File: src/rtl/nibble_adder_pkg.sv
// rtl/nibble_adder_pkg.sv - shared types and helpers for the nibble-serial adder
package nibble_adder_pkg;

  localparam int NIBBLE_W = 4;

  typedef enum logic [1:0] {
    IDLE = 2'd0,
    RUN  = 2'd1,
    DONE = 2'd2
  } state_t;

  function automatic int nibbles(input int width);
    return width / NIBBLE_W;
  endfunction

endpackage

File: src/rtl/ripple_carry_adder.sv
// rtl/ripple_carry_adder.sv - 4-bit ripple-carry adder exposing every bit's carry-out
module ripple_carry_adder (
  input  logic [3:0] ain,
  input  logic [3:0] bin,
  input  logic       ci,
  output logic [3:0] s,
  output logic [3:0] co
);

  logic [4:0] c;

  assign c[0] = ci;

  for (genvar i = 0; i < 4; i++) begin : g_bit
    assign s[i]   = ain[i] ^ bin[i] ^ c[i];
    assign c[i+1] = (ain[i] & bin[i]) | (c[i] & (ain[i] ^ bin[i]));
  end

  assign co = c[4:1];

endmodule

File: src/rtl/nibble_serial_adder.sv
// rtl/nibble_serial_adder.sv - WIDTH-bit adder streamed LSB nibble first through one 4-bit adder
// Optional signed-overflow output out_ovf when NIBBLE_ADDER_OVF_EN is defined.
module nibble_serial_adder
  import nibble_adder_pkg::*;
#(
  parameter int WIDTH = 16
) (
  input  logic             clk,
  input  logic             rst_n,
  input  logic             in_valid,
  output logic             in_ready,
  input  logic [WIDTH-1:0] in_a,
  input  logic [WIDTH-1:0] in_b,
  input  logic             in_cin,
  output logic             out_valid,
  input  logic             out_ready,
  output logic [WIDTH-1:0] out_sum,
`ifdef NIBBLE_ADDER_OVF_EN
  output logic             out_ovf,
`endif
  output logic             out_cout
);

  localparam int NIBBLES = nibbles(WIDTH);
  localparam int CNT_W   = (NIBBLES > 1) ? $clog2(NIBBLES) : 1;

  if ((WIDTH % NIBBLE_W) != 0 || WIDTH < NIBBLE_W) begin : g_width_check
    $error("nibble_serial_adder: WIDTH must be a positive multiple of 4");
  end

  state_t             state;
  logic [WIDTH-1:0]   a_sh;
  logic [WIDTH-1:0]   b_sh;
  logic [WIDTH-1:0]   sum_sh;
  logic [CNT_W-1:0]   cnt;
  logic               carry_r;
  logic [3:0]         s;
  logic [3:0]         co;
  logic [WIDTH-1:0]   sum_next;
  logic               last;
  logic [2:0]         unused_co;

  ripple_carry_adder u_rca (
    .ain (a_sh[3:0]),
    .bin (b_sh[3:0]),
    .ci  (carry_r),
    .s   (s),
    .co  (co)
  );

  assign unused_co = co[2:0];

  // New nibble enters at the top so the LSB nibble ends at bit 0 after NIBBLES shifts.
  assign sum_next = (sum_sh >> NIBBLE_W) | (WIDTH'(s) << (WIDTH - NIBBLE_W));
  assign last     = (cnt == CNT_W'(NIBBLES - 1));

  always_ff @(posedge clk) begin
    if (!rst_n) begin
      state   <= IDLE;
      a_sh    <= '0;
      b_sh    <= '0;
      sum_sh  <= '0;
      cnt     <= '0;
      carry_r <= 1'b0;
    end else begin
      case (state)
        IDLE: begin
          if (in_valid) begin
            a_sh    <= in_a;
            b_sh    <= in_b;
            carry_r <= in_cin;
            cnt     <= '0;
            state   <= RUN;
          end
        end
        RUN: begin
          sum_sh  <= sum_next;
          carry_r <= co[3];
          a_sh    <= a_sh >> NIBBLE_W;
          b_sh    <= b_sh >> NIBBLE_W;
          cnt     <= cnt + 1'b1;
          if (last) begin
            state <= DONE;
          end
        end
        DONE: begin
          if (out_ready) begin
            state <= IDLE;
          end
        end
        default: state <= IDLE;
      endcase
    end
  end

`ifdef NIBBLE_ADDER_OVF_EN
  logic ovf_r;

  always_ff @(posedge clk) begin
    if (!rst_n) begin
      ovf_r <= 1'b0;
    end else if (state == RUN && last) begin
      ovf_r <= co[2] ^ co[3];
    end
  end

  assign out_ovf = ovf_r;
`endif

  assign in_ready  = (state == IDLE);
  assign out_valid = (state == DONE);
  assign out_sum   = sum_sh;
  assign out_cout  = carry_r;

endmodule

File: config.mk
export PLATFORM = sky130hd
export DESIGN_NAME = nibble_serial_adder
export DESIGN_NICKNAME = d
export VERILOG_FILES = /design/src/rtl/nibble_adder_pkg.sv /design/src/rtl/ripple_carry_adder.sv /design/src/rtl/nibble_serial_adder.sv
export SDC_FILE = /design/constraint.sdc
export NUM_CORES = 1
export LEC_CHECK = 0
export CAP_MARGIN = 5
export CORE_MARGIN = 3
export CORE_UTILIZATION = 53
export CTS_CLUSTER_DIAMETER = 50
export DETAILED_ROUTE_END_ITERATION = 16
export GPL_TIMING_DRIVEN = 0
export PLACE_DENSITY = 0.93
export RECOVER_POWER = 100
export SYNTH_ARGS = -nofsm -noshare
export SYNTH_HDL_FRONTEND = slang
export SYNTH_SLANG_ARGS = --single-unit
File: constraint.sdc
create_clock -name clk -period 3.7 [get_ports clk]
set_input_delay 0.74 -clock clk [delete_from_list [all_inputs] [get_ports clk]]
set_output_delay 0.74 -clock clk [all_outputs]
set_load 0.05 [all_outputs]
After elaboration in Yosys (flattened, before gate mapping)

Cells that the tools add are included.

Logic and storage cells: 50
Output and inout port bits: 19
Register bits after elaboration: 53

Reductions and logical operators: 4
Bitwise operators: 21
Multiplexer cells: 12
Add/sub/neg operators: 1
Equal/unequal tests: 6

Operators by type and width:

| cell                                                 | count |
|---|---|
| one-hot mux 16 bit (2 select lines)                  | 2 |
| two-way mux 16 bit                                   | 2 |
| OR 12 x 16 -> 16 bit                                 | 1 |
| AND 1 bit                                            | 8 |
| two-way mux 2 bit                                    | 4 |
| XOR 1 bit                                            | 8 |
| one-hot mux 2 bit (3 select lines)                   | 1 |
| equality test 2 bit (second input constant)          | 2 |
| != test 2 bit (second input constant)                | 2 |
| OR 1 bit                                             | 4 |
| one-hot mux 2 bit (2 select lines)                   | 1 |
| AND reduction 3 bit                                  | 1 |
| adder 2 x 1 -> 2 bit (second input constant)         | 1 |
| equality test 2 x 1 -> 1 bit (second input constant) | 1 |
| logical NOT 2 bit                                    | 1 |
| != test 2 x 1 -> 1 bit (second input constant)       | 1 |
| one-hot mux 1 bit (2 select lines)                   | 1 |
| AND reduction 2 bit                                  | 1 |
| nonzero test 2 bit                                   | 1 |
| two-way mux 1 bit                                    | 1 |

Logic depth before layout (Yosys ltp)

Depth after elaboration: 10
Mapped depth: 8
Gate-level depth less buffers: 8

Hierarchy

From an unflattened synthesis, not the netlist that was laid out.

Cell total of the unflattened synthesis: 234
Area, all modules: 2,279.7 um^2

By module, submodules not included:

| module              | cells an instance | area an instance (um^2) | times used |
|---|---|---|---|
| nibble_serial_adder | 230               | 2,199.6                 | 1 |
| ripple_carry_adder  | 4                 | 80.1                    | 1 |

Worst setup path after synthesis

No wires, ideal clock.

Kind: register to register
Start: reg carry_r (netlist: out_cout)
End: reg carry_r (netlist: out_cout)
Path slack: 1.400 ns
Buffers on the path: 0
Clock period less this slack: 2.300 ns
Setup time: 0.103 ns
Stages on the path, launching flop included: 9
Data arrival time: 2.196 ns
Path through: dfxtp_1 > fa_1 > inv_1 > fa_1 > inv_1 > fa_1 > inv_1 > fa_1 > a2111oi_2

Longest elaborated chain between the ends: 9

RTL lines:

| what                               | line                      | RTL |
|---|---|---|
| start: declaration                 | nibble_serial_adder.sv:36 | `logic carry_r;` |
| start signal: assignment           | nibble_serial_adder.sv:71 | `carry_r <= in_cin;` |
| start signal: assignment           | nibble_serial_adder.sv:78 | `carry_r <= co[3];` |
| AND 1 bit                          | ripple_carry_adder.sv:16  | `assign c[i+1] = (ain[i] & bin[i]) \| (c[i] & (ain[i] ^ bin[i]));` |
| OR 1 bit                           | ripple_carry_adder.sv:16  |  |
| AND 1 bit                          | ripple_carry_adder.sv:16  |  |
| OR 1 bit                           | ripple_carry_adder.sv:16  |  |
| AND 1 bit                          | ripple_carry_adder.sv:16  |  |
| OR 1 bit                           | ripple_carry_adder.sv:16  |  |
| AND 1 bit                          | ripple_carry_adder.sv:16  |  |
| OR 1 bit                           | ripple_carry_adder.sv:16  |  |
| one-hot mux 1 bit (2 select lines) | nibble_serial_adder.sv:66 | `case (state)` |

Every way passes these cells.
A chain may end at the register's enable or synchronous reset.

Worst setup path after layout

Start: reg state[0]
End: out in_ready

Longest elaborated chain between the ends: 1

RTL lines:

| what                     | line                       | RTL |
|---|---|---|
| start: declaration       | nibble_serial_adder.sv:31  | `state_t state;` |
| start signal: assignment | nibble_serial_adder.sv:59  | `state <= IDLE;` |
| start signal: assignment | nibble_serial_adder.sv:73  | `state <= RUN;` |
| start signal: assignment | nibble_serial_adder.sv:83  | `state <= DONE;` |
| logical NOT 2 bit        | nibble_serial_adder.sv:110 | `assign in_ready = (state == IDLE);` |
| end: declaration         | nibble_serial_adder.sv:11  | `output logic in_ready,` |

Every way passes these cells.

==> flow_summary.json <==
{
  "r2r_cells": 8,
  "yosysSeqAreaShare_pct": 46.2,
  "worstReg2RegStart": "a_sh[0]$_SDFFE_PN0P_",
  "synthCells": 266,
  "synth_edf_count": 0,
  "dr.pass1.iters": 4,
  "gp_congestion": 0.880,
  "tritoncts": "yes",
  "design.die.area_um2": 5160,
  "final_nets": 370,
  "final_common_cell": "dfxtp_1",
  "fmax_ghz": 0.362,
  "hold_slack_ns": 0.452,
  "overflow": 0,
  "post_cts_buffers": 0,
  "clock-sinks": 53,
  "setup_violations": 0,
  "whs_endpoint": "out_sum[2]$_SDFFE_PN0P_",
  "path_clk_slew_ns": 0.08,
  "boundaryPins": 56,
  "finalHoldViolCount": 0,
  "tightest_slew_ns": 0.527,
  "finalWirelength_mm": 5.76,
  "yosysWarnings": 0,
  "path_max_fanout": 10,
  "rsz0062_at_grt": "no",
  "p_per_area_nw_per_um2": 400,
  "status": "complete, no violations",
  "async_flop_share_pct": 0,
  "crit_arrival_ns": 2.02,
  "critPathLaunchType": "flip-flop",
  "hp-start": "out_sum[2]$_SDFFE_PN0P_",
  "grt_pass1_wl_mm": 9.54,
  "synth.avg_cell_area_um2": 8.64,
  "viasPerCell": 5.79,
  "syn_nets": 308,
  "hold_class": "reg2reg",
  "n_antenna_cell": 0,
  "hold_depth": 2,
  "first_iter_violations": 111,
  "cts_made_buffers": 5,
  "maxSlewHeadroom_pct": 64.8,
  "drive_gt1_share_pct": 5.79,
  "end_kind": "output pin",
  "syn2layout_area_growth_pct": 29.9,
  "power.total_uw": 1190,
  "yosysUniqueCellTypes": 36,
  "drc": 0,
  "fin_crit_sh_pct": 74.6,
  "ff2ff_setup_slack_ns": 1.53,
  "grt.total_usage_pct": 23.9,
  "criticalPathCategory": "reg2out",
  "clock-skew-final_ns": 0.00610,
  "wl_per_cell_um": 15.2,
  "reg2reg_to": "out_cout$_SDFFE_PN0P_",
  "cp.required_ns": 2.96,
  "die_h_um": 71.9,
  "cts.path.max_buffers": 2,
  "yosys_register_bits": 53,
  "clock_latency_ns": 0.32,
  "cts_resized": 0,
  "core-area_um2": 4090,
  "grt_max_degree": 15,
  "drv_cap": 0,
  "hpwl_mm": 4.34,
  "root_buffer": "clkbuf_8",
  "fp.dieW_um": 71.9,
  "antenna_found_initial": 0,
  "power.ir.vdd_worst_mv": 0.265,
  "layout_min_cycle_time_ns": 2.76,
  "io_buffers": 55,
  "layout_common_cells": "dfxtp_1, a21oi_1, clkdlybuf4s50_1, nand2_1, nor2_1",
  "final_max_slew_viol_count": 0,
  "start_util_pct": 56.2,
  "postRouteAntennaNets": 0,
  "core.rowCount": 23,
  "num_vias": 2187,
  "finalSetupTns_ns": 0,
  "p_leak_uw": 0.00116,
  "synth_ff_type": "dfxtp_1",
  "syn_area_um2": 2300,
  "cts_hold_buf": 0,
  "grt_pass1_vias": 2163,
  "cts-htree-levels": 2
}
==> per-layer routing <==
layer	vias to the layer above	global-route usage (%)	routed length, um
met4	0	9.60	108
met3	12	6.31	402
li1	1058	-	-
met5	-	0	0
met2	95	42.1	2930
met1	1022	27.2	2320
==> metrics by stage <==
stage | utilization (%) | std cells | cell area, um^2 | setup WS [ns]
global placement | 71.2 | 371 | 2910 | 1.35
CTS | 73.4 | 378 | 3000 | 0.990
detailed placement | 71.2 | 371 | 2910 | 1.34
global route | 73.1 | 378 | 2990 | 0.846
finish | 73.1 | 378 | 2990 | 0.939
floorplan | - | 266 | 2300 | 1.40
==> cell usage after synthesis, types with 2 or more instances <==
cell | number | area, um^2
a211oi_1 | 3 | 22.5
a21oi_1 | 36 | 180
a221oi_1 | 4 | 35.0
a22o_1 | 3 | 26.3
a22oi_1 | 4 | 30.0
a32o_1 | 3 | 30.0
buf_1 | 2 | 7.51
buf_2 | 8 | 40.0
buf_4 | 2 | 15.0
clkbuf_1 | 6 | 22.5
clkbuf_2 | 2 | 10.0
dfxtp_1 | 53 | 1060
fa_1 | 4 | 80.1
inv_1 | 13 | 48.8
nand2_1 | 29 | 109
nand2b_1 | 2 | 12.5
nand3b_1 | 3 | 22.5
nand4_1 | 2 | 12.5
nor2_1 | 27 | 101
nor2b_1 | 2 | 12.5
o21ai_0 | 24 | 120
o22ai_1 | 8 | 50.1
o2bb2ai_1 | 13 | 114
==> worst max-delay path, stage by stage (launching register included) <==
cell           delay, ns
dfxtp_1             0.40
buf_6               0.18
buf_4               0.17
nor2_1              0.08
dlygate4sd3_1       0.87
==> layout make-up <==
class                           count  area [um^2]
Sequential cell                    53         1060
Clock buffer                        7         86.3
Tap cell                           50         62.6
Buffer                             22          115
Multi-Input combinational cell    177         1060
Fill cell                         331         1100
Timing Repair Buffer               55          551
Inverter                           14         52.6
==> flip-flops by register name, indices dropped and copies added, names as in the netlist <==
signal,flops
out_cout,1
b_sh,16
a_sh,16
state,2
cnt,2
out_sum,16
==> where the power goes <==
group / leakage [uW] / internal (uW) / switching [uW]
sequential: 0.000436 / 609 / 24.3
combinational: 0.000676 / 102 / 129
clock: 0.0000443 / 149 / 181
==> cells by family (layout without fill, tap and decap cells) <==
logic type | count (synthesis) | after routing | synth area share (%)
AOI/OAI and AO/OA | 102 | 102 | 28.9
adders and majority gates | 5 | 5 | 4.03
and+or+nand+nor | 70 | 70 | 13.4
DFF | 53 | 53 | 46.2
buffers and inverters | 36 | 98 | 7.57
==> how the worst max path moves through the flow <==
stage / to / depth (start not counted) / slack [ns] / start
after detailed placement: in_ready / 4 / 1.34 / state[0]$_SDFFE_PN0P_
after global placement: in_ready / 4 / 1.35 / state[0]$_SDFFE_PN0P_
after global routing: in_ready / 4 / 0.85 / state[0]$_SDFFE_PN0P_
after floorplan: out_cout$_SDFFE_PN0P_ / 8 / 1.40 / out_cout$_SDFFE_PN0P_
final: in_ready / 4 / 0.94 / state[0]$_SDFFE_PN0P_
after CTS: in_ready / 4 / 0.99 / state[0]$_SDFFE_PN0P_
(Power assumes the default switching activity.)
